<file path="config.mk">
export PLATFORM = sky130hd
export DESIGN_NAME = store_write_buffer
export DESIGN_NICKNAME = d
export VERILOG_FILES = /design/src/rtl/store_write_buffer.sv
export SDC_FILE = /design/constraint.sdc
export NUM_CORES = 1
export LEC_CHECK = 0
export CAP_MARGIN = 0
export CORE_MARGIN = 2
export CORE_UTILIZATION = 30
export DETAILED_ROUTE_END_ITERATION = 12
export GPL_ROUTABILITY_DRIVEN = 0
export GPL_TIMING_DRIVEN = 0
export PLACE_DENSITY = 0.56
export SLEW_MARGIN = 20
export SYNTH_ARGS = -nofsm -noshare
export SYNTH_HDL_FRONTEND = slang
export SYNTH_SLANG_ARGS = --single-unit
</file>
<file path="constraint.sdc">
create_clock -name clk -period 2.3 [get_ports clk]
set_input_delay 0.69 -clock clk [delete_from_list [all_inputs] [get_ports clk]]
set_output_delay 0.69 -clock clk [all_outputs]
set_load 0.01 [all_outputs]
</file>
<file path="src/rtl/store_write_buffer.sv">
// Store write buffer: formats committed stores into lane-aligned write data
// and byte enables, queues them in a small FIFO, drains the FIFO to the
// data-bus write port and offers a word-address conflict check to loads.
//
// Handshakes (both ports): a transfer happens on a rising edge where
// valid && ready are both high. The push side (st_valid/st_ready) has
// st_ready independent of st_valid. On the bus side, bus_valid depends only
// on buffered state, and the bus_* payload holds stable from the cycle
// bus_valid rises until the cycle bus_ready accepts it.
module store_write_buffer #(
  parameter int DEPTH  = 4,
  parameter int ADDR_W = 32
) (
  input  logic                       clk,
  input  logic                       rst_n,
  input  logic                       st_valid,
  output logic                       st_ready,
  input  logic [2:0]                 st_type,
  input  logic [ADDR_W-1:0]          st_paddr,
  input  logic [31:0]                st_rtdata,
  input  logic                       st_uncached,
  output logic                       bus_valid,
  input  logic                       bus_ready,
  output logic [ADDR_W-1:0]          bus_addr,
  output logic [31:0]                bus_wrdata,
  output logic [3:0]                 bus_byteenable,
  output logic                       bus_uncached,
  input  logic [ADDR_W-1:0]          chk_paddr,
  output logic                       chk_hit,
  output logic                       empty,
  output logic [$clog2(DEPTH):0]     count
);

  localparam int PTR_W = $clog2(DEPTH);
  localparam int CNT_W = PTR_W + 1;
  localparam int WA_W  = ADDR_W - 2;

  localparam logic [2:0] T_SB  = 3'd0;
  localparam logic [2:0] T_SH  = 3'd1;
  localparam logic [2:0] T_SW  = 3'd2;
  localparam logic [2:0] T_SWL = 3'd3;
  localparam logic [2:0] T_SWR = 3'd4;

  logic [WA_W-1:0]  ent_addr [DEPTH];
  logic [31:0]      ent_data [DEPTH];
  logic [3:0]       ent_be   [DEPTH];
  logic [DEPTH-1:0] ent_unc;
  logic [DEPTH-1:0] ent_valid;

  logic [PTR_W-1:0] head;
  logic [PTR_W-1:0] tail;

  logic [1:0]  off;
  logic [3:0]  fmt_be;
  logic [31:0] fmt_data;
  logic        fmt_legal;
  logic        push;
  logic        pop;

  // Byte offset within the word drives every lane shift; the low bits of the
  // checked load address do not take part in the word compare.
  logic unused_chk_low;
  assign unused_chk_low = ^chk_paddr[1:0];
  assign off = st_paddr[1:0];

  // Build lane-aligned write data and byte enables from the raw rt value.
  always_comb begin
    fmt_be    = 4'b0000;
    fmt_data  = 32'h0;
    fmt_legal = 1'b1;
    case (st_type)
      T_SB: begin
        fmt_be   = 4'b0001 << off;
        fmt_data = st_rtdata << {off, 3'b000};
      end
      T_SH: begin
        fmt_be   = 4'b0011 << {off[1], 1'b0};
        fmt_data = st_rtdata << {off[1], 4'b0000};
      end
      T_SW: begin
        fmt_be   = 4'b1111;
        fmt_data = st_rtdata;
      end
      T_SWL: begin
        case (off)
          2'd0:    fmt_be = 4'b0001;
          2'd1:    fmt_be = 4'b0011;
          2'd2:    fmt_be = 4'b0111;
          default: fmt_be = 4'b1111;
        endcase
        // 3-off equals ~off for a two-bit offset.
        fmt_data = st_rtdata >> {~off, 3'b000};
      end
      T_SWR: begin
        fmt_be   = 4'b1111 << off;
        fmt_data = st_rtdata << {off, 3'b000};
      end
      default: fmt_legal = 1'b0;
    endcase
  end

  // Illegal store types are still accepted on the handshake but never queued.
  assign st_ready  = (count != CNT_W'(DEPTH));
  assign bus_valid = (count != '0);
  assign empty     = (count == '0);
  assign push      = st_valid && st_ready && fmt_legal;
  assign pop       = bus_valid && bus_ready;

  assign bus_addr       = {ent_addr[head], 2'b00};
  assign bus_wrdata     = ent_data[head];
  assign bus_byteenable = ent_be[head];
  assign bus_uncached   = ent_unc[head];

  // FIFO storage, pointers and occupancy; reset drops every pending entry.
  always_ff @(posedge clk or negedge rst_n) begin
    if (!rst_n) begin
      for (int i = 0; i < DEPTH; i++) begin
        ent_addr[i] <= '0;
        ent_data[i] <= '0;
        ent_be[i]   <= '0;
      end
      ent_unc   <= '0;
      ent_valid <= '0;
      head      <= '0;
      tail      <= '0;
      count     <= '0;
    end else begin
      // Head and tail never coincide while both push and pop fire, since
      // pop needs a non-empty and push a non-full buffer.
      if (pop) begin
        ent_valid[head] <= 1'b0;
        head            <= head + 1'b1;
      end
      if (push) begin
        ent_addr[tail]  <= st_paddr[ADDR_W-1:2];
        ent_data[tail]  <= fmt_data;
        ent_be[tail]    <= fmt_be;
        ent_unc[tail]   <= st_uncached;
        ent_valid[tail] <= 1'b1;
        tail            <= tail + 1'b1;
      end
      case ({push, pop})
        2'b10:   count <= count + 1'b1;
        2'b01:   count <= count - 1'b1;
        default: count <= count;
      endcase
    end
  end

  // Load conflict check over held entries only; an entry leaving this cycle
  // still counts, one arriving this cycle does not yet.
  always_comb begin
    chk_hit = 1'b0;
    for (int i = 0; i < DEPTH; i++) begin
      if (ent_valid[i] && (ent_addr[i] == chk_paddr[ADDR_W-1:2])) begin
        chk_hit = 1'b1;
      end
    end
  end

endmodule

</file>
==> flow_summary.toml, run 1 <==
[cts]
clockBufferDepth = 3
cts_root_buf = "clkbuf_16"
cts_max_level = 1
clkSlewWorstSetupHoldPaths_ns = 0.06
clock-sinks = 279
cts_buffers = 31
cts_tree = "yes"
clk_latency_ns = 0.58

[synthesis]
synth_edf_count = 0
synthCells = 1467
yosysTopAreaCell = "dfrtp_1"
synth_top_area_share_pct = 48.8
synth-compound-area-share_pct = 9.02
synthDistinctLibCells = 43
ys_ff_latch = 279
yosysWarnings = 0
synth-simple-area-share_pct = 17.7
ys_top_cells_by_count = "nand2_1, dfrtp_1, o21ai_0, xnor2_1, clkbuf_1"
avgSynthCellArea_um2 = 9.74
netlist_area_um2 = 14300
synth.area.top_cells = "dfrtp_1, nand2_1, mux4_2"
synth_most_common_cell = "nand2_1"
synth_xor_xnor_area_share_pct = 7.66
ys.flop_type = "dfrtp_1"
synthAdderAreaFrac_pct = 0.928
seq_area_frac_synth_pct = 48.8
async_flop_share_pct = 100
synth_top_family_by_area = "simple AND/OR/NAND/NOR gates"
synth_mux_area_share_pct = 12.2

[sta]
hold_viol_final = 0
slew_viol_final = 0
rsz0062_at_grt = "yes"
setup_viol = 71
finalWorstSetupSlack_ns = -0.658
period_share_pct = 129
tightest_slew_ns = 0.743
finalClockSkew_ns = 0.0120
fmax_ghz = 0.338
slew_headroom_pct = 50.2
min_period_ns = 2.96

[status]
status = "finished, violations left"
violations = "negative setup slack"

[critical_path]
critPathMaxFanout = 6
required_ns = 1.61
cpMaxStageDelayCell = "mux4_2"
cpPeakStageDelay_ns = 0.45
cp-end-kind = "output pin"
cp.arrival_ns = 2.27
path_class = "flip-flop to output pin"
critPathBufInv = 6
rrSetupSlack_ns = 0.07
crit_path_start_kind = "flip-flop"
crit_chain = "clkbuf_16 -> buf_16 -> buf_4 -> buf_6 -> buf_4 -> mux4_2 -> buf_6"
crit_family = "buffers and inverters"

[flow_run]
maxCapViolCount = 0

[route]
drtIter0Drc = 1325
vias = 12300
ant_nets = 0
routed_wl_mm = 51.5
drcViolationCount = 0
avgViaCountPerCell = 5.23
wire_per_inst_um = 22.0
firstDrtPassIters = 6

[global_route]
grt_usage_pct = 20.8
grt_pass1_wl_mm = 78.3
grt_util_met1_pct = 28.5
grt.busiest_layer = "met2"
use_met2_pct = 33.6
grt_remaining_overflow = 0
antenna_found_initial = 3
grt_pass1_vias = 12600
grt_start_max_net_pins = 95
met3_usage_pct = 4.43

[floorplan]
rows = 79
die_w_um = 222
die_area_um2 = 49400
initial_core_util_pct = 30.6
core_um2 = 46800
die_y_um = 222
io_pins = 180

[power]
p_per_area_nw_per_um2 = 1400
leakage_nw = 8.81
ir_drop_mv = 0.691

[place]
post-dp-hpwl_mm = 36.1
dp_cells = 2231
post-place-ws_ns = -1.59
port-buffer-count = 153

[finish]
instances_no_fill = 2344
area_growth_pct = 33.7
drive_above_1_share_pct = 23.3
design.final.nets = 1828
antenna_cells = 0

[hold_path]
holdCritPathClass = "flip-flop to flip-flop"
-- path summary, 6_finish.rpt --
check / startpoint / end / depth (start not counted)
min in group asynchronous: rst_n / ent_addr[80] / 2
worst max register to register: count[1] / count[2] / 10
max in group asynchronous: rst_n / ent_data[51] / 3
worst max-delay path: head[0] / bus_addr[4] / 7
worst min register to register: ent_be[5] / ent_be[5] / 2
worst min-delay path: ent_be[5] / ent_be[5] / 2
-- tightest hold or removal path: cells and delay by family, from the launching register on --
| kind | cells | cell delay (ns) |
|---|---|---|
| simple gates | 2 | 0.11 |
| flops | 1 | 0.34 |
-- flip-flops by register name, summed over array words and instances (netlist names) --
signal / flops
ent_data: 128
ent_addr: 120
ent_be: 16
ent_unc: 4
ent_valid: 4
count: 3
head: 2
tail: 2
-- cells in the final DEF, fill, tap and decap left out, types with 7 or more instances in the layout --
master and instances:
xnor2_1 55, dlygate4sd2_1 8, dfrtp_1 275, nand2_1 536
buf_6 83, nor4_2 7, ha_1 8, clkdlybuf4s50_1 65
clkbuf_1 30, clkbuf_4 7, clkbuf_16 40, a21oi_1 20
nor2b_1 11, a222oi_1 22, buf_2 15, buf_12 9
nor2_1 13, xnor2_2 23, inv_1 10, mux2_2 15
nor4_1 8, and2_1 7, o21ai_0 134, clkbuf_8 13
nand4_1 25, buf_4 56, a22o_1 10, a22oi_1 8
xor2_1 46, mux4_2 67, clkbuf_2 30
-- layer usage --
metal	vias up	part of all wire (%)
li1	5461	-
met2	576	47
met5	-	0.060
met3	83	8.3
met4	6	2.7
met1	6134	42
-- timing repair --
item / in CTS / in global routing
endpoints found under the setup margin: 332 / 311
hold buffers: 1 / 0
gates resized for setup: 519 / 56
setup buffers: 41 / 14
pin swaps: 29 / 19
cloned: 6 / 1
endpoints found under the hold margin: 29 / 0
-- stage by stage --
step                      cell area [um2]  utilization, %  power, W  hold slack (ns)  setup TNS [ns]
after global routing                19100            40.9    0.0283            0.490          -39.47
after detailed placement            16700            35.7    0.0196            0.461         -313.35
after global placement              16600            35.6    0.0194            0.456        -3575.02
after CTS                           18800            40.2    0.0265            0.476          -37.64
final                               19100            40.9    0.0268            0.475          -36.85
after floorplan                     14300               -    0.0145            0.394           -1.80
-- power breakdown --
part           leakage, nW  switching, W  internal [W]
Clock                0.514       0.00208       0.00301
Sequential            3.57       0.00169       0.00712
Combinational         4.73       0.00616       0.00674
-- logic make-up after synthesis --
group	count (synthesis)
muxes	88
and+or+nand+nor	624
other	1
xor gates and xnor gates	125
buffers and inverters	126
DFF	279
AOI/OAI and AO/OA	214
adders and majority gates	10
-- final cells by class --
class / count / area [um2]
plain buffers: 110 / 798
well taps: 607 / 759
clock buffers: 47 / 936
inverters: 12 / 50.0
flip-flops and latches: 279 / 6990
repair buffers: 217 / 2390
fillers: 4570 / 27600
clock inverters: 9 / 105
multi-input cells: 1063 / 7090
Power figures use the tool's default switching activity.
==> run 2: changes to the inputs <==
--- a/config.mk
+++ b/config.mk
@@ -12,6 +12,7 @@
 export GPL_ROUTABILITY_DRIVEN = 0
 export GPL_TIMING_DRIVEN = 0
 export PLACE_DENSITY = 0.56
+export RECOVER_POWER = 100
 export SLEW_MARGIN = 20
 export SYNTH_ARGS = -nofsm -noshare
 export SYNTH_HDL_FRONTEND = slang
==> run 2 against run 1 <==
Net effect:
- the run still ends with negative setup slack left
- maximum frequency about the same
- hold slack is essentially flat
- critical path type unchanged
- combinational power barely moved
- non-clock buffer count stayed put
- routed wire length about the same
- critical endpoint unchanged
- design area is 0.33% lower
==> flow_summary.toml, run 2 (same netlist as run 1, synthesis figures left out) <==
[sta]
min_period_ns = 2.96
finalWorstSetupSlack_ns = -0.659
tightest_slew_ns = 0.918
fmax_ghz = 0.338
slew_headroom_pct = 38.8
rsz0062_at_grt = "yes"
hold_viol_final = 0
setup_viol = 80
finalClockSkew_ns = 0.0101
slew_viol_final = 0
period_share_pct = 129

[global_route]
grt_usage_pct = 20.8
grt_start_max_net_pins = 95
grt_remaining_overflow = 0
grt_pass1_wl_mm = 78.3
antenna_found_initial = 3
grt_pass1_vias = 12600

[finish]
final_common_cell = "nand2_1"
antenna_cells = 0
top_register = "ent_data"
largest_register_ffs = 128
n_fill_cell = 4579
multi_input_area_um2 = 7090
area_growth_pct = 33.3
fin_util_pct = 40.7
design.final.nets = 1828
instances_no_fill = 2344
mostFrequentLayoutCells = "nand2_1, dfrtp_1, o21ai_0"
top_regs = "ent_data x128, ent_addr x120, ent_be x16"
drive_above_1_share_pct = 23.1
regArea_um2 = 6990

[power]
ir_drop_mv = 0.691
leakage_nw = 8.79
p_per_area_nw_per_um2 = 1400

[critical_path]
crit_chain = "clkbuf_16 -> buf_16 -> buf_4 -> buf_6 -> buf_4 -> mux4_2 -> buf_6"
path_class = "flip-flop to output pin"
cp-end-kind = "output pin"
cpMaxStageDelayCell = "mux4_2"
cpPeakStageDelay_ns = 0.45
critPathBufInv = 6
critPathMaxFanout = 6
required_ns = 1.61
crit_path_start_kind = "flip-flop"
cp.arrival_ns = 2.27
crit_family = "buffers and inverters"

[status]
status = "finished, violations left"
violations = "negative setup slack"

[floorplan]
io_pins = 180
core_um2 = 46800
die_w_um = 222
initial_core_util_pct = 30.6
die_y_um = 222
rows = 79
die_area_um2 = 49400

[route]
ant_nets = 0
firstDrtPassIters = 6
drtIter0Drc = 1349
wire_per_inst_um = 22.0
avgViaCountPerCell = 5.23
routed_wl_mm = 51.5
drcViolationCount = 0
vias = 12300

[cts]
clock-sinks = 279
cts_tree = "yes"
clk_latency_ns = 0.58
clkSlewWorstSetupHoldPaths_ns = 0.06
cts_buffers = 31
clockBufferDepth = 3
cts_max_level = 1
cts_root_buf = "clkbuf_16"

[hold_path]
holdCritPathClass = "flip-flop to flip-flop"

[place]
post-dp-hpwl_mm = 36.1
post-place-ws_ns = -1.59
port-buffer-count = 153
dp_cells = 2231

[flow_run]
maxCapViolCount = 0
-- run 2: per-stage QoR --
stage                TNS, ns  total power, W  hold slack [ns]  area [um2]
floorplan              -1.80          0.0145            0.394       14300
global placement    -3575.02          0.0194            0.456       16600
detailed placement   -313.35          0.0196            0.461       16700
CTS                   -37.64          0.0265            0.476       18800
global route          -64.43          0.0283            0.490       19100
finish                -36.70          0.0267            0.476       19100
-- run 2: final timing paths --
check	startpoint	to	slack (ns)	depth (start not counted)
worst max-delay path	head[0]	bus_addr[4]	-0.66	7
worst min-delay path	ent_data[51]	ent_data[51]	0.48	2
worst max register to register	count[0]	count[2]	-0.04	10
worst min register to register	ent_data[51]	ent_data[51]	0.48	2
max in group asynchronous	rst_n	count[0]	0.11	3
min in group asynchronous	rst_n	ent_addr[80]	0.78	2
-- run 2: final cells by class --
cell class / count / area share (%)
buffer: 110 / 4.19
clock buffer: 47 / 4.91
clock inverter: 9 / 0.552
inverter: 12 / 0.263
multi-input combinational: 1063 / 37.2
sequential: 279 / 36.7
tap: 607 / 3.99
timing repair buffer: 217 / 12.2
-- run 2: worst min-delay path: stages (launching register included) --
cell,delay (ns)
dfrtp_1,0.34
nand2_1,0.05
o21ai_0,0.06
-- run 2: report_power, final --
group / switching, W / internal [W] / leakage (nW)
Clock: 0.00207 / 0.00301 / 0.514
Sequential: 0.00169 / 0.00712 / 3.57
Combinational: 0.00614 / 0.00672 / 4.70
Total: 0.00990 / 0.0168 / 8.79
-- run 2: what timing repair did --
action                                  CTS  global route
gates cloned                              6             1
endpoints found under the setup margin  332           311
buffers inserted                         41            14
pin swaps                                29            19
hold endpoints to repair                 29             0
hold buffers                              1             0
resized for setup                       519            56
-- run 2: layer usage --
metal  GRT usage, %  part of all wire, %  up-vias
met5              0                0.060        -
met3           4.43                  9.0       81
met1           28.5                   41     6097
li1               -                    -     5468
met4           5.69                  2.7        6
met2           33.6                   47      606
